### config.mk
export PLATFORM = sky130hd
export DESIGN_NAME = seq_nr_divider_flat
export DESIGN_NICKNAME = d
export VERILOG_FILES = /design/src/rtl/seq_nr_divider_if.sv /design/src/rtl/seq_nr_divider.sv /design/src/flat_wrapper.sv
export SDC_FILE = /design/constraint.sdc
export NUM_CORES = 1
export LEC_CHECK = 0
export BUFFER_PORTS_ARGS = -buffer_cell sky130_fd_sc_hd__buf_2
export CORE_MARGIN = 5
export CORE_UTILIZATION = 32
export CTS_CLUSTER_DIAMETER = 60
export DETAILED_ROUTE_END_ITERATION = 6
export PLACE_DENSITY_LB_ADDON = 0.05
export SYNTH_ARGS = -nofsm -noshare
export SYNTH_HDL_FRONTEND = slang
export SYNTH_SLANG_ARGS = --single-unit
### constraint.sdc
create_clock -name clk -period 3.3 [get_ports clk]
set_input_delay 0.165 -clock clk [delete_from_list [all_inputs] [get_ports clk]]
set_output_delay 0.165 -clock clk [all_outputs]
set_load 0.01 [all_outputs]
### src/rtl/seq_nr_divider_if.sv
// Handshake bundle for the iterative divider: operand channel in, result channel out.
// The master drives operands and consumes results; the slave is the divider itself.
interface seq_nr_divider_if #(
    parameter int WIDTH = 4
);
    logic             in_valid;
    logic             in_ready;
    logic [WIDTH-1:0] dividend;
    logic [WIDTH-1:0] divisor;
    logic             out_valid;
    logic             out_ready;
    logic [WIDTH-1:0] quotient;
    logic [WIDTH-1:0] remainder;
    logic             div_by_zero;

    modport master (
        output in_valid,
        input  in_ready,
        output dividend,
        output divisor,
        input  out_valid,
        output out_ready,
        input  quotient,
        input  remainder,
        input  div_by_zero
    );

    modport slave (
        input  in_valid,
        output in_ready,
        input  dividend,
        input  divisor,
        output out_valid,
        input  out_ready,
        output quotient,
        output remainder,
        output div_by_zero
    );
endinterface

### src/rtl/seq_nr_divider.sv
// Iterative unsigned non-restoring divider: one WIDTH+1-bit add/sub per cycle,
// WIDTH quotient steps plus one remainder-correction cycle, valid/ready on both sides.
module seq_nr_divider #(
    parameter int WIDTH = 4
) (
    input  logic             clk,
    input  logic             rst,
    seq_nr_divider_if.slave  bus
);
    localparam int CW = (WIDTH > 1) ? $clog2(WIDTH) : 1;

    typedef enum logic [1:0] {
        IDLE = 2'd0,
        CALC = 2'd1,
        FIX  = 2'd2,
        DONE = 2'd3
    } state_t;

    state_t           state_q, state_d;
    logic [WIDTH:0]   p_q, p_d;
    logic [WIDTH-1:0] q_q, q_d;
    logic [WIDTH-1:0] d_q, d_d;
    logic [CW-1:0]    cnt_q, cnt_d;
    logic [WIDTH-1:0] quot_q, quot_d;
    logic [WIDTH-1:0] rem_q, rem_d;
    logic             dbz_q, dbz_d;

    // Shared add/sub datapath, used by both the CALC steps and the FIX correction.
    logic [WIDTH:0]   d_ext;
    logic [WIDTH:0]   p_shift;
    logic [WIDTH-1:0] q_shift;
    logic [WIDTH:0]   alu_a;
    logic             alu_add;
    logic [WIDTH:0]   alu_sum;

    always_comb begin
        d_ext   = {1'b0, d_q};
        p_shift = {p_q[WIDTH-1:0], q_q[WIDTH-1]};
        q_shift = {q_q[WIDTH-2:0], 1'b0};
        // Add/sub choice uses the sign of P before the shift; the shift itself may wrap.
        alu_a   = (state_q == FIX) ? p_q : p_shift;
        alu_add = (state_q == FIX) ? 1'b1 : p_q[WIDTH];
        alu_sum = alu_add ? (alu_a + d_ext) : (alu_a - d_ext);
    end

    always_comb begin
        state_d = state_q;
        p_d     = p_q;
        q_d     = q_q;
        d_d     = d_q;
        cnt_d   = cnt_q;
        quot_d  = quot_q;
        rem_d   = rem_q;
        dbz_d   = dbz_q;

        unique case (state_q)
            IDLE: begin
                if (bus.in_valid) begin
                    if (bus.divisor == '0) begin
                        quot_d  = {WIDTH{1'b1}};
                        rem_d   = bus.dividend;
                        dbz_d   = 1'b1;
                        state_d = DONE;
                    end else begin
                        p_d     = '0;
                        q_d     = bus.dividend;
                        d_d     = bus.divisor;
                        cnt_d   = '0;
                        state_d = CALC;
                    end
                end
            end
            CALC: begin
                p_d   = alu_sum;
                q_d   = {q_shift[WIDTH-1:1], ~alu_sum[WIDTH]};
                cnt_d = cnt_q + 1'b1;
                if (cnt_q == CW'(WIDTH - 1)) begin
                    state_d = FIX;
                end
            end
            FIX: begin
                if (p_q[WIDTH]) begin
                    p_d = alu_sum;
                end
                quot_d  = q_q;
                rem_d   = p_q[WIDTH] ? alu_sum[WIDTH-1:0] : p_q[WIDTH-1:0];
                dbz_d   = 1'b0;
                state_d = DONE;
            end
            DONE: begin
                if (bus.out_ready) begin
                    state_d = IDLE;
                end
            end
            default: state_d = IDLE;
        endcase
    end

    always_ff @(posedge clk) begin
        if (rst) begin
            state_q <= IDLE;
            p_q     <= '0;
            q_q     <= '0;
            d_q     <= '0;
            cnt_q   <= '0;
            quot_q  <= '0;
            rem_q   <= '0;
            dbz_q   <= 1'b0;
        end else begin
            state_q <= state_d;
            p_q     <= p_d;
            q_q     <= q_d;
            d_q     <= d_d;
            cnt_q   <= cnt_d;
            quot_q  <= quot_d;
            rem_q   <= rem_d;
            dbz_q   <= dbz_d;
        end
    end

    assign bus.in_ready    = (state_q == IDLE);
    assign bus.out_valid   = (state_q == DONE);
    assign bus.quotient    = quot_q;
    assign bus.remainder   = rem_q;
    assign bus.div_by_zero = dbz_q;

endmodule

### src/flat_wrapper.sv
// flat-port wrapper written by rule: the top's interface ports become plain ports
module seq_nr_divider_flat 
#(
    parameter int WIDTH = 4
)
  (clk, rst, bus_in_valid, bus_in_ready, bus_dividend, bus_divisor, bus_out_valid, bus_out_ready, bus_quotient, bus_remainder, bus_div_by_zero);
  seq_nr_divider_if #(.WIDTH(WIDTH)) bus_i ();
  input  logic clk;
  input  logic rst;
  input wire logic [$bits(bus_i.in_valid)-1:0] bus_in_valid;
  output wire logic [$bits(bus_i.in_ready)-1:0] bus_in_ready;
  input wire logic [$bits(bus_i.dividend)-1:0] bus_dividend;
  input wire logic [$bits(bus_i.divisor)-1:0] bus_divisor;
  output wire logic [$bits(bus_i.out_valid)-1:0] bus_out_valid;
  input wire logic [$bits(bus_i.out_ready)-1:0] bus_out_ready;
  output wire logic [$bits(bus_i.quotient)-1:0] bus_quotient;
  output wire logic [$bits(bus_i.remainder)-1:0] bus_remainder;
  output wire logic [$bits(bus_i.div_by_zero)-1:0] bus_div_by_zero;
  assign bus_i.in_valid = bus_in_valid;
  assign bus_in_ready = bus_i.in_ready;
  assign bus_i.dividend = bus_dividend;
  assign bus_i.divisor = bus_divisor;
  assign bus_out_valid = bus_i.out_valid;
  assign bus_i.out_ready = bus_out_ready;
  assign bus_quotient = bus_i.quotient;
  assign bus_remainder = bus_i.remainder;
  assign bus_div_by_zero = bus_i.div_by_zero;
  seq_nr_divider #(.WIDTH(WIDTH)) u_core (.clk(clk), .rst(rst), .bus(bus_i));
endmodule
==> results.ini <==
[floorplan]
floorplan.io_pins=23
die_width_um=80.8
die_area_um2=6530
floorplan.initialDensity=0.335
core_um2=4790
placement_rows=25
die_height_um=80.8

[worst_setup_path]
cp_max_fo=13
worst_setup_path_endpoint=u_core.p_q[4]
rr_endpoint=u_core.p_q[4]
worst-setup-path-type=reg2reg
crit_path_cell_trace=inv_1, ha_1, buf_4, o21ai_0, ha_1, inv_1, fa_1, nand2b_1, o2bb2ai_1, or4_1, a31oi_1
critical_path_startpoint=u_core.state_q[0]
critPathSlowestCell=or4_1
endpoint_kind=flip-flop
critical-path-max-stage-delay_ps=510
kind_of_start_point_of_the_critical_path=flip-flop
crit-reg2reg-launch=u_core.state_q[0]
reg2regPathDepth=11
critical_path_arrival_ps=3230
crit_required_ps=3500
r2r_setup_slack_ps=270

[layout]
layout_common_cells=nor2_1, dfxtp_1, buf_2, nand2_1, a21oi_1
layout.core_utilization=0.381
seq_area_um2=520
layout-drive-gt1-share=0.163
layout.cells.most_common=nor2_1
synthToLayoutAreaGrowth_pct=13.7
filler_cell_count=518
antenna-diode-count=0
multi_input_area_um2=967
num-nets-final=240

[sta]
clock_skew_ps=3.70
total_negative_slack_for_setup_checks_ps=0
slew_violations=0
max_freq_ghz=0.330
finalHoldViolations=0
final-setup-viol-count=0
timing.slew.headroom=0.635
min_period_over_period=0.918
rsz0062_at_grt=false
timing_worst_slew_pin_value_ps=544
min_period_ps=3030

[drt]
post_drt_via_cell_ratio=4.96
drt_first_pass_iters=4
initialDrtViolationCount=82
post-route-drc-count=0
count_of_nets_left_with_antenna_violations_after_detail_routing=0
wl_per_cell_um=13.5
num_vias=1398
wl_um=3810

[power_and_ir_drop]
power.density_nw_per_um2=743
vdd_drop_max_mv=0.296
power.static_leakage_nw=0.732

[synth]
seq_area_frac_synth=0.324
syn_avg_cell_area_um2=8.10
synth_top_area_share=0.324
syn_inst=198
synth.top_cells.by_area=dfxtp_1, ha_1, nor2_1
mappedNetlistNets=222
synthesis.area_um2=1600
ys_warn_count=0
synth_unique_cells=43
number_of_register_bits_inferred_by_synthesis=26
synth.largest_area_cell=dfxtp_1

[outcome]
run_status=completed

[cts]
count_of_buffers_added_by_post_cts_timing_repair_for_setup=0
clockRootBuffer=clkbuf_8
clkSinkCount=26
number_of_cells_upsized_or_downsized_after_cts=0
cts_buffer_depth=2
cts_hold_buffers=0
cts_tree=built
cts.reportedPaths.clkPinSlew_ps=90
cts.htree.levels=1
cts_inserted_buffers=3
insertion_delay_of_the_later_clocked_pin_in_the_worst_skew_pair_ps=270

[grt]
initial_antenna_violation_count=0
grt_remaining_overflow=0
grt_max_degree=29
track_usage=0.131
grt_first_pass_wirelength_um=6780
first_global_vias=1471

[run]
drv_cap=0

[placed_design]
io_port_bufs=22
routabilityCongestion=0.784
hpwlAfterDp_um=2950

[min_path]
hold_path_depth=3
holdCritPathClass=in2reg

## report_power, final
part	total, W	switching [W]	internal [W]
Clock	0.000265	0.000103	0.000162
Combinational	0.000661	0.000402	0.000259
Sequential	0.000429	0.0000523	0.000377
## worst min path at each step
stage	start	to	slack, ps
final	bus_divisor[3]	u_core.d_q[3]	160
after global routing	bus_divisor[1]	u_core.d_q[1]	170
after CTS	bus_divisor[3]	u_core.d_q[3]	160
after detailed placement	bus_divisor[3]	u_core.d_q[3]	450
after global placement	bus_divisor[0]	u_core.d_q[0]	440
after floorplan	bus_divisor[1]	u_core.d_q[1]	310
## critical path, delay by kind of cell, from the launching register on
family	cells	cell delay [ps]
buffers and inverters	3	410
AO/OA/AOI/OAI	3	480
flip-flops	1	420
adder cells (fa/ha/maj)	3	970
AND/OR/NAND/NOR	2	680
## stage by stage
| stage | cells | total power [W] | worst slack, ps | hold slack [ps] | area (um^2) |
|---|---|---|---|---|---|
| floorplan | 198 | 0.000944 | 330 | 312 | 1600 |
| global placement | 278 | 0.00110 | 442 | 443 | 1750 |
| detailed placement | 278 | 0.00110 | 304 | 451 | 1750 |
| CTS | 282 | 0.00138 | 254 | 155 | 1820 |
| global route | 282 | 0.00148 | 42.4 | 175 | 1820 |
| finish | 282 | 0.00135 | 270 | 163 | 1820 |
## final cells by class
| cell class | instances | area share |
|---|---|---|
| clock inverters | 1 | 0.0165 |
| repair buffers | 24 | 0.0686 |
| flip-flops and latches | 26 | 0.285 |
| well taps | 67 | 0.0460 |
| multi-input cells | 146 | 0.530 |
| inverters | 15 | 0.0309 |
| clock buffers | 3 | 0.0226 |
## sequential cells by signal, summed over array words and instances, names as in the netlist
signal and cells:
u_core.d_q 4, u_core.bus.div_by_zero 1, u_core.p_q 5, u_core.cnt_q 2, u_core.bus.remainder 4, u_core.bus.quotient 4, u_core.state_q 2, u_core.q_q 4
## synthesized netlist by cell type
master,n
nor2_1,28
dfxtp_1,26
nand2_1,19
a21oi_1,18
inv_1,15
ha_1,11
mux2i_1,8
nand3_1,8
a311oi_1,6
o21ai_0,6
and2_1,3
buf_1,3
buf_2,3
clkbuf_1,3
mux2_2,3
nand2b_1,3
or3_1,3
xnor2_1,3
a211o_1,2
a211oi_1,2
a211oi_2,2
nor3b_1,2
a21o_1,1
a2bb2oi_1,1
a31oi_1,1
buf_4,1
buf_8,1
fa_1,1
nand3b_1,1
nand4_1,1
nor3_1,1
nor4_1,1
nor4b_1,1
nor4bb_1,1
o211ai_1,1
o21a_1,1
o22ai_1,1
o22ai_4,1
o2bb2ai_1,1
o31ai_1,1
or4_1,1
or4_4,1
xor2_1,1
## logic make-up (layout without fill, tap and decap cells)
kind of cell	Yosys count	after routing	share of synthesized area
AOI/OAI and AO/OA	45	45	0.193
xor gates and xnor gates	4	4	0.0218
adders and majority gates	12	12	0.0983
buffers and inverters	26	43	0.0725
DFF	26	26	0.324
muxes	11	11	0.0710
and+or+nand+nor	74	74	0.218
## routing by layer
| metal | track usage | up-vias | part of all wire |
|---|---|---|---|
| met5 | 0 | - | 0 |
| met3 | 0.0288 | 2 | 0.023 |
| li1 | - | 724 | - |
| met1 | 0.165 | 660 | 0.48 |
| met4 | 0.0253 | 0 | 0.0039 |
| met2 | 0.229 | 12 | 0.49 |
Note: power is estimated with default switching activity, not from simulation.
